<file path="src/rtl/alu_pkg.sv">
// Shared ALU control codes and FSM state encoding for the multi-cycle ALU.
// The ALU-control decoder uses the same code constants.
package alu_pkg;

  localparam logic [2:0] ALU_ADD = 3'b000;
  localparam logic [2:0] ALU_SUB = 3'b001;
  localparam logic [2:0] ALU_AND = 3'b010;
  localparam logic [2:0] ALU_OR  = 3'b011;
  localparam logic [2:0] ALU_MUL = 3'b100;

  typedef enum logic {
    S_IDLE = 1'b0,
    S_MUL  = 1'b1
  } state_t;

endpackage

</file>
<file path="src/rtl/alu_multicycle_if.sv">
// Request/result handshake bundle between ALU-control decode and the multi-cycle ALU.
interface alu_multicycle_if #(
  parameter int WIDTH = 32
);
  logic             valid_i;
  logic [2:0]       ALUCtrl_i;
  logic [WIDTH-1:0] data1_i;
  logic [WIDTH-1:0] data2_i;
  logic             ready_o;
  logic             valid_o;
  logic [WIDTH-1:0] data_o;
  logic             zero_o;

  modport master (
    output valid_i, ALUCtrl_i, data1_i, data2_i,
    input  ready_o, valid_o, data_o, zero_o
  );

  modport slave (
    input  valid_i, ALUCtrl_i, data1_i, data2_i,
    output ready_o, valid_o, data_o, zero_o
  );
endinterface

</file>
<file path="src/rtl/alu_mul_iter.sv">
// Iterative shift-add multiplier datapath; the first iteration runs on the start edge.
// ALU_MUL_EARLY_EXIT_EN: also finish once the shifted multiplier becomes zero.
module alu_mul_iter
  import alu_pkg::*;
#(
  parameter int WIDTH = 32
) (
  input  logic             clk,
  input  logic             rst_n,
  input  logic             i_start,
  input  logic             i_step,
  input  logic [WIDTH-1:0] i_a,
  input  logic [WIDTH-1:0] i_b,
  output logic             o_done,
  output logic [WIDTH-1:0] o_product
);
  localparam int CW = $clog2(WIDTH + 1);

  logic [WIDTH-1:0] r_a, r_b, r_acc;
  logic [CW-1:0]    r_cnt;
  logic [WIDTH-1:0] w_a_cur, w_b_cur, w_acc_cur;
  logic [WIDTH-1:0] w_a_nxt, w_b_nxt, w_acc_nxt;
  logic [CW-1:0]    w_cnt_cur, w_cnt_nxt;
  logic             w_active, w_last;

  // On start the operands bypass the registers so the accept edge is iteration one.
  assign w_a_cur   = i_start ? i_a : r_a;
  assign w_b_cur   = i_start ? i_b : r_b;
  assign w_acc_cur = i_start ? '0  : r_acc;
  assign w_cnt_cur = i_start ? '0  : r_cnt;

  assign w_acc_nxt = w_acc_cur + (w_b_cur[0] ? w_a_cur : '0);
  assign w_a_nxt   = w_a_cur << 1;
  assign w_b_nxt   = w_b_cur >> 1;
  assign w_cnt_nxt = w_cnt_cur + 1'b1;
  assign w_active  = i_start | i_step;

`ifdef ALU_MUL_EARLY_EXIT_EN
  assign w_last = (w_cnt_nxt == CW'(WIDTH)) || (w_b_nxt == '0);
`else
  assign w_last = (w_cnt_nxt == CW'(WIDTH));
`endif

  assign o_done    = w_active && w_last;
  assign o_product = w_acc_nxt;

  always_ff @(posedge clk or negedge rst_n) begin
    if (!rst_n) begin
      r_a   <= '0;
      r_b   <= '0;
      r_acc <= '0;
      r_cnt <= '0;
    end else if (w_active) begin
      r_a   <= w_a_nxt;
      r_b   <= w_b_nxt;
      r_acc <= w_acc_nxt;
      r_cnt <= w_cnt_nxt;
    end
  end
endmodule

</file>
<file path="src/rtl/alu_multicycle.sv">
// Execution-stage ALU: single-cycle ADD/SUB/AND/OR, iterative MUL behind a valid/ready stall.
// Optional macro ALU_MUL_EARLY_EXIT_EN shortens MUL latency; results are unchanged.
module alu_multicycle
  import alu_pkg::*;
#(
  parameter int WIDTH = 32
) (
  input logic             clk_i,
  input logic             rst_i,
  alu_multicycle_if.slave bus
);
  state_t           r_state, w_state_next;
  logic             w_ready, w_accept, w_mul_start, w_mul_step, w_mul_done;
  logic [WIDTH-1:0] w_mul_product, w_single;
  logic [WIDTH-1:0] r_data;
  logic             r_valid;

  alu_mul_iter #(.WIDTH(WIDTH)) u_mul (
    .clk       (clk_i),
    .rst_n     (rst_i),
    .i_start   (w_mul_start),
    .i_step    (w_mul_step),
    .i_a       (bus.data1_i),
    .i_b       (bus.data2_i),
    .o_done    (w_mul_done),
    .o_product (w_mul_product)
  );

  always_ff @(posedge clk_i or negedge rst_i) begin
    if (!rst_i) r_state <= S_IDLE;
    else        r_state <= w_state_next;
  end

  // A MUL that completes on its own accept edge never leaves IDLE.
  always_comb begin
    w_state_next = r_state;
    case (r_state)
      S_IDLE:  if (w_mul_start && !w_mul_done) w_state_next = S_MUL;
      S_MUL:   if (w_mul_done) w_state_next = S_IDLE;
      default: w_state_next = S_IDLE;
    endcase
  end

  always_comb begin
    w_ready     = (r_state == S_IDLE);
    w_accept    = w_ready && bus.valid_i;
    w_mul_start = w_accept && (bus.ALUCtrl_i == ALU_MUL);
    w_mul_step  = (r_state == S_MUL);
  end

  always_comb begin
    w_single = '0;
    case (bus.ALUCtrl_i)
      ALU_ADD: w_single = bus.data1_i + bus.data2_i;
      ALU_SUB: w_single = bus.data1_i - bus.data2_i;
      ALU_AND: w_single = bus.data1_i & bus.data2_i;
      ALU_OR:  w_single = bus.data1_i | bus.data2_i;
      default: w_single = '0;
    endcase
  end

  always_ff @(posedge clk_i or negedge rst_i) begin
    if (!rst_i) begin
      r_data  <= '0;
      r_valid <= 1'b0;
    end else begin
      r_valid <= 1'b0;
      if (w_accept && !w_mul_start) begin
        r_data  <= w_single;
        r_valid <= 1'b1;
      end else if (w_mul_done) begin
        r_data  <= w_mul_product;
        r_valid <= 1'b1;
      end
    end
  end

  assign bus.ready_o = w_ready;
  assign bus.valid_o = r_valid;
  assign bus.data_o  = r_data;
  assign bus.zero_o  = (r_data == '0);
endmodule

</file>
<file path="src/flat_wrapper.sv">
// flat-port wrapper written by rule: the top's interface ports become plain ports
module alu_multicycle_flat import alu_pkg::*;
#(
  parameter int WIDTH = 32
)
  (clk_i, rst_i, bus_valid_i, bus_ALUCtrl_i, bus_data1_i, bus_data2_i, bus_ready_o, bus_valid_o, bus_data_o, bus_zero_o);
  alu_multicycle_if #(.WIDTH(WIDTH)) bus_i ();
  input logic clk_i;
  input logic rst_i;
  input wire logic [$bits(bus_i.valid_i)-1:0] bus_valid_i;
  input wire logic [$bits(bus_i.ALUCtrl_i)-1:0] bus_ALUCtrl_i;
  input wire logic [$bits(bus_i.data1_i)-1:0] bus_data1_i;
  input wire logic [$bits(bus_i.data2_i)-1:0] bus_data2_i;
  output wire logic [$bits(bus_i.ready_o)-1:0] bus_ready_o;
  output wire logic [$bits(bus_i.valid_o)-1:0] bus_valid_o;
  output wire logic [$bits(bus_i.data_o)-1:0] bus_data_o;
  output wire logic [$bits(bus_i.zero_o)-1:0] bus_zero_o;
  assign bus_i.valid_i = bus_valid_i;
  assign bus_i.ALUCtrl_i = bus_ALUCtrl_i;
  assign bus_i.data1_i = bus_data1_i;
  assign bus_i.data2_i = bus_data2_i;
  assign bus_ready_o = bus_i.ready_o;
  assign bus_valid_o = bus_i.valid_o;
  assign bus_data_o = bus_i.data_o;
  assign bus_zero_o = bus_i.zero_o;
  alu_multicycle #(.WIDTH(WIDTH)) u_core (.clk_i(clk_i), .rst_i(rst_i), .bus(bus_i));
endmodule
</file>
<file path="config.mk">
export PLATFORM = sky130hd
export DESIGN_NAME = alu_multicycle_flat
export DESIGN_NICKNAME = d
export VERILOG_FILES = /design/src/rtl/alu_pkg.sv /design/src/rtl/alu_multicycle_if.sv /design/src/rtl/alu_mul_iter.sv /design/src/rtl/alu_multicycle.sv /design/src/flat_wrapper.sv
export SDC_FILE = /design/constraint.sdc
export NUM_CORES = 1
export LEC_CHECK = 0
export ABC_CLOCK_PERIOD_IN_PS = 10700
export CAP_MARGIN = 5
export CORE_MARGIN = 10
export CORE_UTILIZATION = 45
export CTS_BUF_LIST = sky130_fd_sc_hd__clkbuf_8
export CTS_CLUSTER_SIZE = 12
export DETAILED_ROUTE_END_ITERATION = 6
export PLACE_DENSITY = 0.75
export SYNTH_ARGS = -nofsm -noshare
export SYNTH_HDL_FRONTEND = slang
export SYNTH_SLANG_ARGS = --single-unit
</file>
<file path="constraint.sdc">
create_clock -name clk_i -period 10.7 [get_ports clk_i]
set_clock_uncertainty 0.15 [all_clocks]
set_input_delay 2.14 -clock clk_i [delete_from_list [all_inputs] [get_ports clk_i]]
set_output_delay 2.14 -clock clk_i [all_outputs]
set_load 0.01 [all_outputs]
</file>
==> results.toml <==
[timing]
finalHoldViolCount = 0
min_period_ns = 6.714
slew_violations = 0
max_slew.worst_pin.slew_ns = 1.049
rsz0062_at_grt = "no"
relSlewSlack_pct = 29.54
setup_tns_ns = 0
worst_slack_ns = 3.986
period_share_pct = 62.74
max_freq_mhz = 149.0
setup_violations = 0

[grt]
grt_pass1_vias = 9946
use_met3_pct = 4.203
use_met2_pct = 34.38
busiest_layer = "met2"
grt_overflow_total = 0
grt_max_degree = 85
grtUsageTotal_pct = 21.56
antenna_found_initial = 0
use_met1_pct = 28.72
grt_pass1_wl_mm = 53.99

[clock_tree]
clk_latency_ns = 0.48
cts_hold_buffers = 0
clkTransAtPathRegs_ns = 0.08
ctsLongestPathBuffers = 2
cts_resized = 0
cts.sinks = 134
cts_buffers = 17
cts_tree = "yes"
ctsRootBufferMaster = "clkbuf_8"
cts_max_level = 4
post-cts-setup-buffers = 0

[setup_path]
cp_max_fo = 70
crit_path_start_kind = "input pin"
timing.rr.start = "u_core.r_state"
r2r_setup_slack_ns = 4.89
crit_required_ns = 10.93
crit_type = "in2reg"
end_kind = "flop"
worstPathArrival_ns = 6.94
r2r_end = "u_core.bus.data_o[29]"
r2r_cells = 17

[final_layout]
n_antenna_cell = 0
drive_above_1_share_pct = 7.097
fillers = 2264
fin_nets = 1521
area_delta_synth_final_pct = 15.00

[synth]
synth_top_area_cell = "dfrtp_1"
avgSynthCellArea_sq_um = 8.207
ys_ff_latch = 134
synth_common_cells = "nand2_1, dfrtp_1, a21oi_1, o21ai_0, nor2_1"
ys.flop_type = "dfrtp_1"
synth_cell_types = 94
synth.most_common_cell = "nand2_1"
netlist_instances = 1328
synth_top_area_share_pct = 30.77
synth_edf_count = 0
syn-num-nets = 1467
ys.warnings.count = 0
syn-cell-area_sq_um = 10900
synth_seq_area_share_pct = 30.77
ys_async_sr_fraction_pct = 100.0
synth_area_leaders = "dfrtp_1, ha_1, nand2_1"

[hold_path]
hold_depth = 2
hp-class = "reg2reg"
min_from = "u_core.u_mul.r_b[18]"
hold_end = "u_core.u_mul.r_b[18]"

[power_and_ir_drop]
seqPwrFrac_pct = 32.5
power.density_nw_per_um2 = 230.7
power.internal_uw = 1632
p_switching_uw = 1260
vdd_drop_max_mv = 0.1123
p_clk_share_pct = 16.8
swShare_pct = 43.55
p_comb_share_pct = 50.7
power_leakage_uw = 0.005513

[floorplanning]
die_w_microns = 175.6
start_util_pct = 46.02
fp.dieH_microns = 175.6
fp-row-count = 56
ios = 105
die_area_sq_um = 30850
core_sq_um = 23680

[place]
place_ws_ns = 3.604
port_buffers = 104
gp_congestion = 0.9349
hpwl_mm = 25.43

[route]
finalWirelength_mm = 33.80
drt_iter0_markers = 848
drc = 0
vias = 10270
first_pass_iters = 6
antenna_left = 0
vias_per_cell = 5.994
wl_per_cell_microns = 19.72

[status]
outcome = "finished, final reports clean"

[run]
maxCapViolations = 0
==> area by class of cell <==
class | instances | area, sq um | area share [%]
multi-input combinational | 1092 | 7144 | 57.00
timing repair buffer | 114 | 1112 | 8.874
inverter | 23 | 87.58 | 0.6987
clock inverter | 15 | 202.7 | 1.617
tap | 319 | 399.1 | 3.184
sequential | 134 | 3354 | 26.76
clock buffer | 17 | 234.0 | 1.867
==> placed cells by master, fill, tap and decap left out, types with 15 or more instances in the layout <==
cell type	Yosys	layout
nor3_1	15	15
mux2i_1	34	33
dfrtp_1	134	133
inv_1	21	22
nand2_1	222	222
and2_1	37	37
a22oi_1	31	31
a31oi_1	22	22
ha_1	67	67
clkbuf_8	0	17
nand2b_1	16	16
o21ai_0	116	116
nor2_1	73	71
xnor2_1	48	48
a21o_1	28	28
a21oi_1	118	118
clkdlybuf4s50_1	0	102
xor2_1	39	39
==> worst max-delay path by stage <==
stage | from | endpoint | slack [ns]
after floorplan | bus_ALUCtrl_i[1] | u_core.bus.data_o[28] | 5.00
after global placement | bus_ALUCtrl_i[1] | u_core.bus.data_o[29] | 3.72
after detailed placement | bus_ALUCtrl_i[1] | u_core.bus.data_o[29] | 3.60
after CTS | bus_ALUCtrl_i[1] | u_core.bus.data_o[29] | 4.04
after global routing | bus_ALUCtrl_i[1] | u_core.bus.data_o[15] | 3.68
final | bus_ALUCtrl_i[1] | u_core.bus.data_o[29] | 3.99
==> sequential cells by signal, indices dropped and copies added (netlist names) <==
register,cells
u_core.u_mul.r_cnt,6
u_core.r_state,1
u_core.u_mul.r_a,31
u_core.bus.valid_o,1
u_core.u_mul.r_b,31
u_core.u_mul.r_acc,32
u_core.bus.data_o,32
==> power by group through the flow <==
stage | clock, uW | combinational (uW) | sequential, uW
floorplan | 0 | 1010 | 882
global placement | 0 | 1410 | 937
detailed placement | 0 | 1450 | 941
CTS | 488 | 1450 | 933
global route | 513 | 1610 | 963
finish | 485 | 1470 | 939
==> critical path: stages <==
cell             delay [ns]
clkdlybuf4s50_1        0.46
buf_4                  0.38
nor3b_4                0.10
nand2_2                0.08
buf_4                  0.52
mux2i_2                0.41
buf_4                  0.35
a21oi_1                0.09
ha_1                   0.39
a21oi_1                0.23
nand2_1                0.11
a221o_1                0.34
a31oi_1                0.23
o21a_1                 0.32
o21ai_0                0.13
a31oi_1                0.22
xor2_1                 0.11
a221oi_1               0.28
==> stage by stage <==
stage	std cells	utilization, %	cell area, sq um	total power (uW)	hold WS, ns
floorplan	1328	-	10900	1894	0.2918
global placement	1682	51.08	12100	2347	0.3032
detailed placement	1682	51.08	12100	2387	0.3128
CTS	1714	52.93	12530	2874	0.3301
global route	1714	52.93	12530	3084	0.3532
finish	1714	52.93	12530	2892	0.3300
==> cells by family (layout without fill, tap and decap cells) <==
group	Yosys count	count (layout)	share of synthesized area, %
DFF	134	134	30.77
AOI/OAI and AO/OA	422	422	24.70
muxes	45	45	4.259
and+or+nand+nor	455	455	20.02
buffers and inverters	102	169	3.857
adders and majority gates	82	82	9.253
xor gates and xnor gates	88	88	7.140
==> layer usage <==
layer | vias up | wire length (microns)
li1 | 4881 | -
met1 | 4895 | 14870
met2 | 441 | 15520
met3 | 57 | 2559
met4 | 0 | 853
met5 | - | 0
Power figures use the tool's default switching activity.
